==> config.mk <==
export PLATFORM = sky130hd
export DESIGN_NAME = giraffe_uart_tx_flat
export DESIGN_NICKNAME = d
export VERILOG_FILES = /design/src/rtl/giraffe_uart_pkg.sv /design/src/rtl/giraffe_uart_tx_if.sv /design/src/rtl/giraffe_byte_fifo.sv /design/src/rtl/giraffe_uart_tx.sv /design/src/flat_wrapper.sv
export SDC_FILE = /design/constraint.sdc
export NUM_CORES = 1
export LEC_CHECK = 0
export CAP_MARGIN = 20
export CORE_ASPECT_RATIO = 0.75
export CORE_MARGIN = 1.5
export CORE_UTILIZATION = 59
export DETAILED_ROUTE_END_ITERATION = 12
export MAX_ROUTING_LAYER = met4
export PLACE_DENSITY = 0.85
export REMOVE_ABC_BUFFERS = 1
export SLEW_MARGIN = 20
export SYNTH_ARGS = -nofsm -noshare
export SYNTH_HDL_FRONTEND = slang
export SYNTH_HIERARCHICAL = 1
export SYNTH_SLANG_ARGS = --single-unit
==> constraint.sdc <==
create_clock -name clk -period 2.7 [get_ports clk]
set_input_delay 0.405 -clock clk [delete_from_list [all_inputs] [get_ports clk]]
set_output_delay 0.405 -clock clk [all_outputs]
set_load 0.02 [all_outputs]
==> src/rtl/giraffe_uart_pkg.sv <==
// Shared definitions for the Giraffe UART transmitter slice.
package giraffe_uart_pkg;

  localparam logic [1:0] ST_IDLE  = 2'd0;
  localparam logic [1:0] ST_START = 2'd1;
  localparam logic [1:0] ST_DATA  = 2'd2;
  localparam logic [1:0] ST_STOP  = 2'd3;

  localparam logic UART_IDLE_LEVEL = 1'b1;

  // 50 MHz / 115200 baud
  localparam int CLKS_PER_BIT_DEF = 434;

  typedef enum logic [1:0] {
    IDLE  = ST_IDLE,
    START = ST_START,
    DATA  = ST_DATA,
    STOP  = ST_STOP
  } uart_state_t;

endpackage

==> src/rtl/giraffe_uart_tx_if.sv <==
// Byte write handshake between the capture FSM (master) and the UART transmitter (slave).
interface giraffe_uart_tx_if #(
  parameter int N_data = 8
);
  logic              wreq;
  logic [N_data-1:0] wdata;
  logic              uart_rdy;

  modport master (output wreq, output wdata, input  uart_rdy);
  modport slave  (input  wreq, input  wdata, output uart_rdy);
endinterface

==> src/rtl/giraffe_byte_fifo.sv <==
// Small first-word-fall-through byte FIFO; dout always shows the head entry.
module giraffe_byte_fifo #(
  parameter int N_data = 8,
  parameter int DEPTH  = 4
) (
  input  logic                       clk,
  input  logic                       nrst,
  input  logic                       push,
  input  logic                       pop,
  input  logic [N_data-1:0]          din,
  output logic [N_data-1:0]          dout,
  output logic [$clog2(DEPTH):0]     count,
  output logic                       full,
  output logic                       empty
);
  localparam int AW = $clog2(DEPTH);

  logic [N_data-1:0] mem [DEPTH];
  logic [AW-1:0]     wptr, rptr;
  logic              do_push, do_pop;

  // Guard against over/underflow even if a caller misbehaves.
  assign do_push = push & ~full;
  assign do_pop  = pop & ~empty;

  assign full  = (count == (AW+1)'(DEPTH));
  assign empty = (count == '0);
  assign dout  = mem[rptr];

  // Storage is only written on an accepted push, so X on din otherwise never lands here.
  always_ff @(posedge clk) begin
    if (do_push) mem[wptr] <= din;
  end

  // Pointers wrap naturally because DEPTH is a power of two.
  always_ff @(posedge clk or negedge nrst) begin
    if (!nrst) begin
      wptr  <= '0;
      rptr  <= '0;
      count <= '0;
    end else begin
      if (do_push) wptr <= wptr + 1'b1;
      if (do_pop)  rptr <= rptr + 1'b1;
      case ({do_push, do_pop})
        2'b10:   count <= count + 1'b1;
        2'b01:   count <= count - 1'b1;
        default: count <= count;
      endcase
    end
  end
endmodule

==> src/rtl/giraffe_uart_tx.sv <==
// 8N1 UART transmitter fed through a small FIFO from the capture FSM.
module giraffe_uart_tx
  import giraffe_uart_pkg::*;
#(
  parameter int N_data       = 8,
  parameter int CLKS_PER_BIT = CLKS_PER_BIT_DEF,
  parameter int DEPTH        = 4
) (
  input  logic                clk,
  input  logic                nrst,
  giraffe_uart_tx_if.slave    bus,
  output logic                tx,
  output logic                busy,
  output logic                ovf
);
  localparam int AW = $clog2(DEPTH);
  localparam int TW = $clog2(CLKS_PER_BIT);
  localparam int BW = (N_data > 1) ? $clog2(N_data) : 1;

  uart_state_t       state;
  logic [TW-1:0]     timer;
  logic [BW-1:0]     bit_idx;
  logic [N_data-1:0] shift;
  logic [N_data-1:0] head;
  logic [AW:0]       count;
  logic              full, empty;
  logic              push, pop, bit_end;

  assign bus.uart_rdy = (count != (AW+1)'(DEPTH));
  assign push    = bus.wreq & bus.uart_rdy;
  assign bit_end = (timer == TW'(CLKS_PER_BIT-1));
  // Pop from IDLE, or at the very last stop-bit cycle for gapless back-to-back frames.
  assign pop     = ~empty & ((state == IDLE) | ((state == STOP) & bit_end));
  assign busy    = (state != IDLE) | ~empty;

  giraffe_byte_fifo #(.N_data(N_data), .DEPTH(DEPTH)) u_fifo (
    .clk   (clk),
    .nrst  (nrst),
    .push  (push),
    .pop   (pop),
    .din   (bus.wdata),
    .dout  (head),
    .count (count),
    .full  (full),
    .empty (empty)
  );

  // Sticky overflow: a write attempted while the FIFO is full is dropped.
  always_ff @(posedge clk or negedge nrst) begin
    if (!nrst)                ovf <= 1'b0;
    else if (bus.wreq & full) ovf <= 1'b1;
  end

  // Frame FSM; tx is registered so each bit starts on a clean edge.
  always_ff @(posedge clk or negedge nrst) begin
    if (!nrst) begin
      state   <= IDLE;
      tx      <= UART_IDLE_LEVEL;
      timer   <= '0;
      bit_idx <= '0;
      shift   <= '0;
    end else begin
      case (state)
        IDLE: begin
          timer <= '0;
          tx    <= UART_IDLE_LEVEL;
          if (pop) begin
            shift <= head;
            tx    <= ~UART_IDLE_LEVEL;
            state <= START;
          end
        end
        START: begin
          if (bit_end) begin
            timer   <= '0;
            bit_idx <= '0;
            tx      <= shift[0];
            state   <= DATA;
          end else begin
            timer <= timer + 1'b1;
          end
        end
        DATA: begin
          if (bit_end) begin
            timer <= '0;
            if (bit_idx == BW'(N_data-1)) begin
              tx    <= UART_IDLE_LEVEL;
              state <= STOP;
            end else begin
              bit_idx <= bit_idx + 1'b1;
              shift   <= shift >> 1;
              tx      <= shift[1];
            end
          end else begin
            timer <= timer + 1'b1;
          end
        end
        STOP: begin
          if (bit_end) begin
            timer <= '0;
            if (pop) begin
              shift <= head;
              tx    <= ~UART_IDLE_LEVEL;
              state <= START;
            end else begin
              state <= IDLE;
            end
          end else begin
            timer <= timer + 1'b1;
          end
        end
        default: state <= IDLE;
      endcase
    end
  end
endmodule

==> src/flat_wrapper.sv <==
// flat-port wrapper written by rule: the top's interface ports become plain ports
module giraffe_uart_tx_flat import giraffe_uart_pkg::*;
#(
  parameter int N_data       = 8,
  parameter int CLKS_PER_BIT = CLKS_PER_BIT_DEF,
  parameter int DEPTH        = 4
)
  (clk, nrst, tx, busy, ovf, bus_wreq, bus_wdata, bus_uart_rdy);
  giraffe_uart_tx_if #(.N_data(N_data)) bus_i ();
  input  logic clk;
  input  logic nrst;
  output logic tx;
  output logic busy;
  output logic ovf;
  input wire logic [$bits(bus_i.wreq)-1:0] bus_wreq;
  input wire logic [$bits(bus_i.wdata)-1:0] bus_wdata;
  output wire logic [$bits(bus_i.uart_rdy)-1:0] bus_uart_rdy;
  assign bus_i.wreq = bus_wreq;
  assign bus_i.wdata = bus_wdata;
  assign bus_uart_rdy = bus_i.uart_rdy;
  giraffe_uart_tx #(.N_data(N_data), .CLKS_PER_BIT(CLKS_PER_BIT), .DEPTH(DEPTH)) u_core (.clk(clk), .nrst(nrst), .bus(bus_i), .tx(tx), .busy(busy), .ovf(ovf));
endmodule
==> reports/results.txt <==
Total GRT Usage -> 0.211
Yosys cell types -> 49
Sequential Area -> 1740 µm²
vias in the first global route -> 1633
startpoint types -> register
most frequent cells in the layout -> 32 x edfxtp_1, 30 x dfrtp_1, 15 x nor2_1, 15 x mux2_2
DRT Pass-1 Iters -> 8
half-perimeter wire length after placement -> 3.34 mm
Setup Skew -> 4.13 ps
RSZ-0062 raised after global routing -> false
core footprint -> 4870 µm²
combinational family with the most area after synthesis -> multiplexers
fill count -> 313
Mapped Cells -> 203
ys async rst share -> 0.492
largest net degree at the start of global routing -> 32
Chip Width -> 85.2 µm
final worst slack -> 224 ps
type of the worst min-delay path -> in2async
Reg2Reg Setup Slack -> 220 ps
ratio of cells with drive above 1 in the final layout -> 0.241
Peak VDD IR -> 0.661 mV
critical path class -> reg2reg
failing checks -> design-rule violations
Critical Path, Cell by Cell -> inv_1 > ha_1 > nand2b_1 > o31ai_1 > o31a_2 > ha_1 > inv_1 > fa_1 > xor2_1 > nor2_1 > xor2_1
max incr delay on CP -> 440 ps
cts bufs inserted -> 9
area of the multi-input gates -> 1180 µm²
Detail Route Antenna Nets -> 0
Mapped Avg Cell Area -> 14.7 µm²
pwr/cell area -> 749 nW/µm²
final hold violation count -> 0
Clock transition at path regs -> 60 ps
synthesis-to-layout area growth -> 14.8%
max-slew violations -> 0
Slew @ Worst Pin -> 589 ps
CTS Buffer Depth -> 2
Seq cells post-synth -> 63
sequential area share after synthesis -> 0.581
# diodes -> 0
setup TNS -> 0 ps
DRC -> 1
status -> complete, but fails checks
Adder-Cell Fraction of Synth Area -> 0.0653
Port Buf Inserts -> 14
1st-iter DRT viols -> 118
DR vias -> 1645
Hold-fix buffers, CTS -> 0
fraction of synthesized area in multiplexers -> 0.128
Resize count post-CTS -> 0
# Max-Cap Violations -> 0
I/O pins -> 15
Rel. slew slack -> 0.607
grt ovf -> 0
RD Place Congestion -> 0.863
row cnt -> 22
die height -> 64.7 µm
netlist area before placement -> 2990 µm²
post-CTS setup buffers -> 0
Synth Area in Simple Gates -> 0.0912
CTS tree -> yes
CP Max Fanout -> 7
average wire per standard cell -> 16.8 µm
# setup viols final -> 0
first-pass GRT wire length -> 8.11 mm
commonest non-fill, non-tap cell in the layout -> edfxtp_1
minimum clock period after layout -> 2480 ps
initial core utilization -> 0.614
Worst-Skew Late Latency -> 330 ps
H-tree Lvls -> 3
number of synthesized flops with an enable pin -> 32
Routed Wire Length -> 4.91 mm
crit path DAT -> 2720 ps
nets -> 253
worst endpoint required time -> 2950 ps
fin crit share -> 0.917
complex-gate fraction of the synthesized area -> 0.0715
initial antenna violation count -> 0
vias per cell -> 5.63
YS warnings -> 6
ys flop type -> edfxtp_1
clock sink count -> 63
die area -> 5510 µm²
Setup Slack @ Placement -> 273 ps
Setup crit end kind -> register
Leak -> 1.37 nW
CP max-delay cell -> dfrtp_1
maximum clock rate -> 404 MHz
XOR/XNOR Fraction of Synth Area -> 0.0381
clock root cell -> clkbuf_8
[final cells by class]
cell class,instances,share of cell area
clock buffers,13,0.0463
inverters,12,0.0131
multi-input cells,123,0.344
well taps,60,0.0219
clock inverters,3,0.0190
repair buffers,18,0.0496
flip-flops and latches,63,0.506
[where the power goes]
group | total (mW) | internal (mW) | switching, mW | leakage (nW)
Combinational | 0.415 | 0.201 | 0.214 | 0.588
Clock | 0.903 | 0.570 | 0.333 | 0.114
Sequential | 1.25 | 1.17 | 0.0811 | 0.667
Total | 2.57 | 1.94 | 0.629 | 1.37
[state kept, by name (all words and copies together), names as in the netlist]
signal and cells:
u_core/timer 9, u_core/u_fifo/rptr 2, u_core/state 2, u_core/ovf 1, u_core/u_fifo/count 3, u_core/u_fifo/mem 32
u_core/bit_idx 3, u_core/shift 8, u_core/u_fifo/wptr 2, u_core/tx 1
[worst max-delay path: cells and delay by family (launching register included)]
| kind | cells | cell delay [ps] |
|---|---|---|
| adders and majority gates | 3 | 860 |
| and+or+nand+nor | 2 | 270 |
| xor gates and xnor gates | 2 | 330 |
| AOI/OAI and AO/OA | 2 | 320 |
| DFF | 1 | 440 |
| buffers and inverters | 2 | 180 |
[per-stage QoR]
stage                     hold slack, ps  utilization  instance area [µm²]  power [mW]  instances
final                                463        0.704                 3430        2.57        292
after global routing                 491        0.704                 3430        2.71        292
after CTS                            471        0.704                 3430        2.59        292
after detailed placement             465        0.658                 3210        1.68        276
after global placement               443        0.658                 3210        1.67        276
after floorplan                      109            -                 2960        1.54        198
[synth_stat cells (all sizes together), types with 2 or more instances]
cell type | count | area share
a21oi | 2 | 0.0033
a22oi | 2 | 0.0050
and2 | 6 | 0.014
buf | 3 | 0.0067
clkbuf | 2 | 0.0025
dfrtp | 30 | 0.25
edfxtp | 32 | 0.32
ha | 14 | 0.059
inv | 12 | 0.015
mux2 | 16 | 0.062
mux2i | 2 | 0.0067
mux4 | 8 | 0.060
nand2 | 6 | 0.0075
nand2b | 2 | 0.0042
nand3 | 4 | 0.0067
nor2 | 15 | 0.019
nor2b | 2 | 0.0067
nor3 | 3 | 0.0067
o2111ai | 2 | 0.012
o21ai | 4 | 0.0067
o2bb2ai | 3 | 0.0088
o31ai | 2 | 0.0050
xnor2 | 8 | 0.023
xor2 | 5 | 0.015
[cells by family after synthesis]
| logic type | after synthesis |
|---|---|
| AO/OA/AOI/OAI | 24 |
| XOR/XNOR | 13 |
| adder cells (fa/ha/maj) | 15 |
| buffers and inverters | 17 |
| flip-flops | 63 |
| multiplexers | 26 |
| AND/OR/NAND/NOR | 45 |
[worst paths after layout]
| kind | cells after the start | to | startpoint |
|---|---|---|---|
| worst min register to register | 1 | u_core/ovf$_DFFE_PN0P_ | u_core/ovf$_DFFE_PN0P_ |
| worst max register to register | 11 | u_core/u_fifo/count[2]$_DFFE_PN0P_ | u_core/state[0]$_DFFE_PN0P_ |
| worst max-delay path | 11 | u_core/u_fifo/count[2]$_DFFE_PN0P_ | u_core/state[0]$_DFFE_PN0P_ |
| worst min-delay path | 2 | u_core/shift[6]$_DFFE_PN0P_ | nrst |
| min in group clk | 1 | u_core/ovf$_DFFE_PN0P_ | u_core/ovf$_DFFE_PN0P_ |
| max in group asynchronous | 2 | u_core/tx$_DFFE_PN1P_ | nrst |
[metal layers]
metal	routed length, µm	up-vias	share of wire	global-route usage
met5	0	-	0	-
met4	24	0	0.0049	0.0615
met3	195	2	0.040	0.0764
met2	2330	34	0.47	0.317
met1	2360	820	0.48	0.273
li1	-	789	-	-
(Power assumes the default switching activity.)
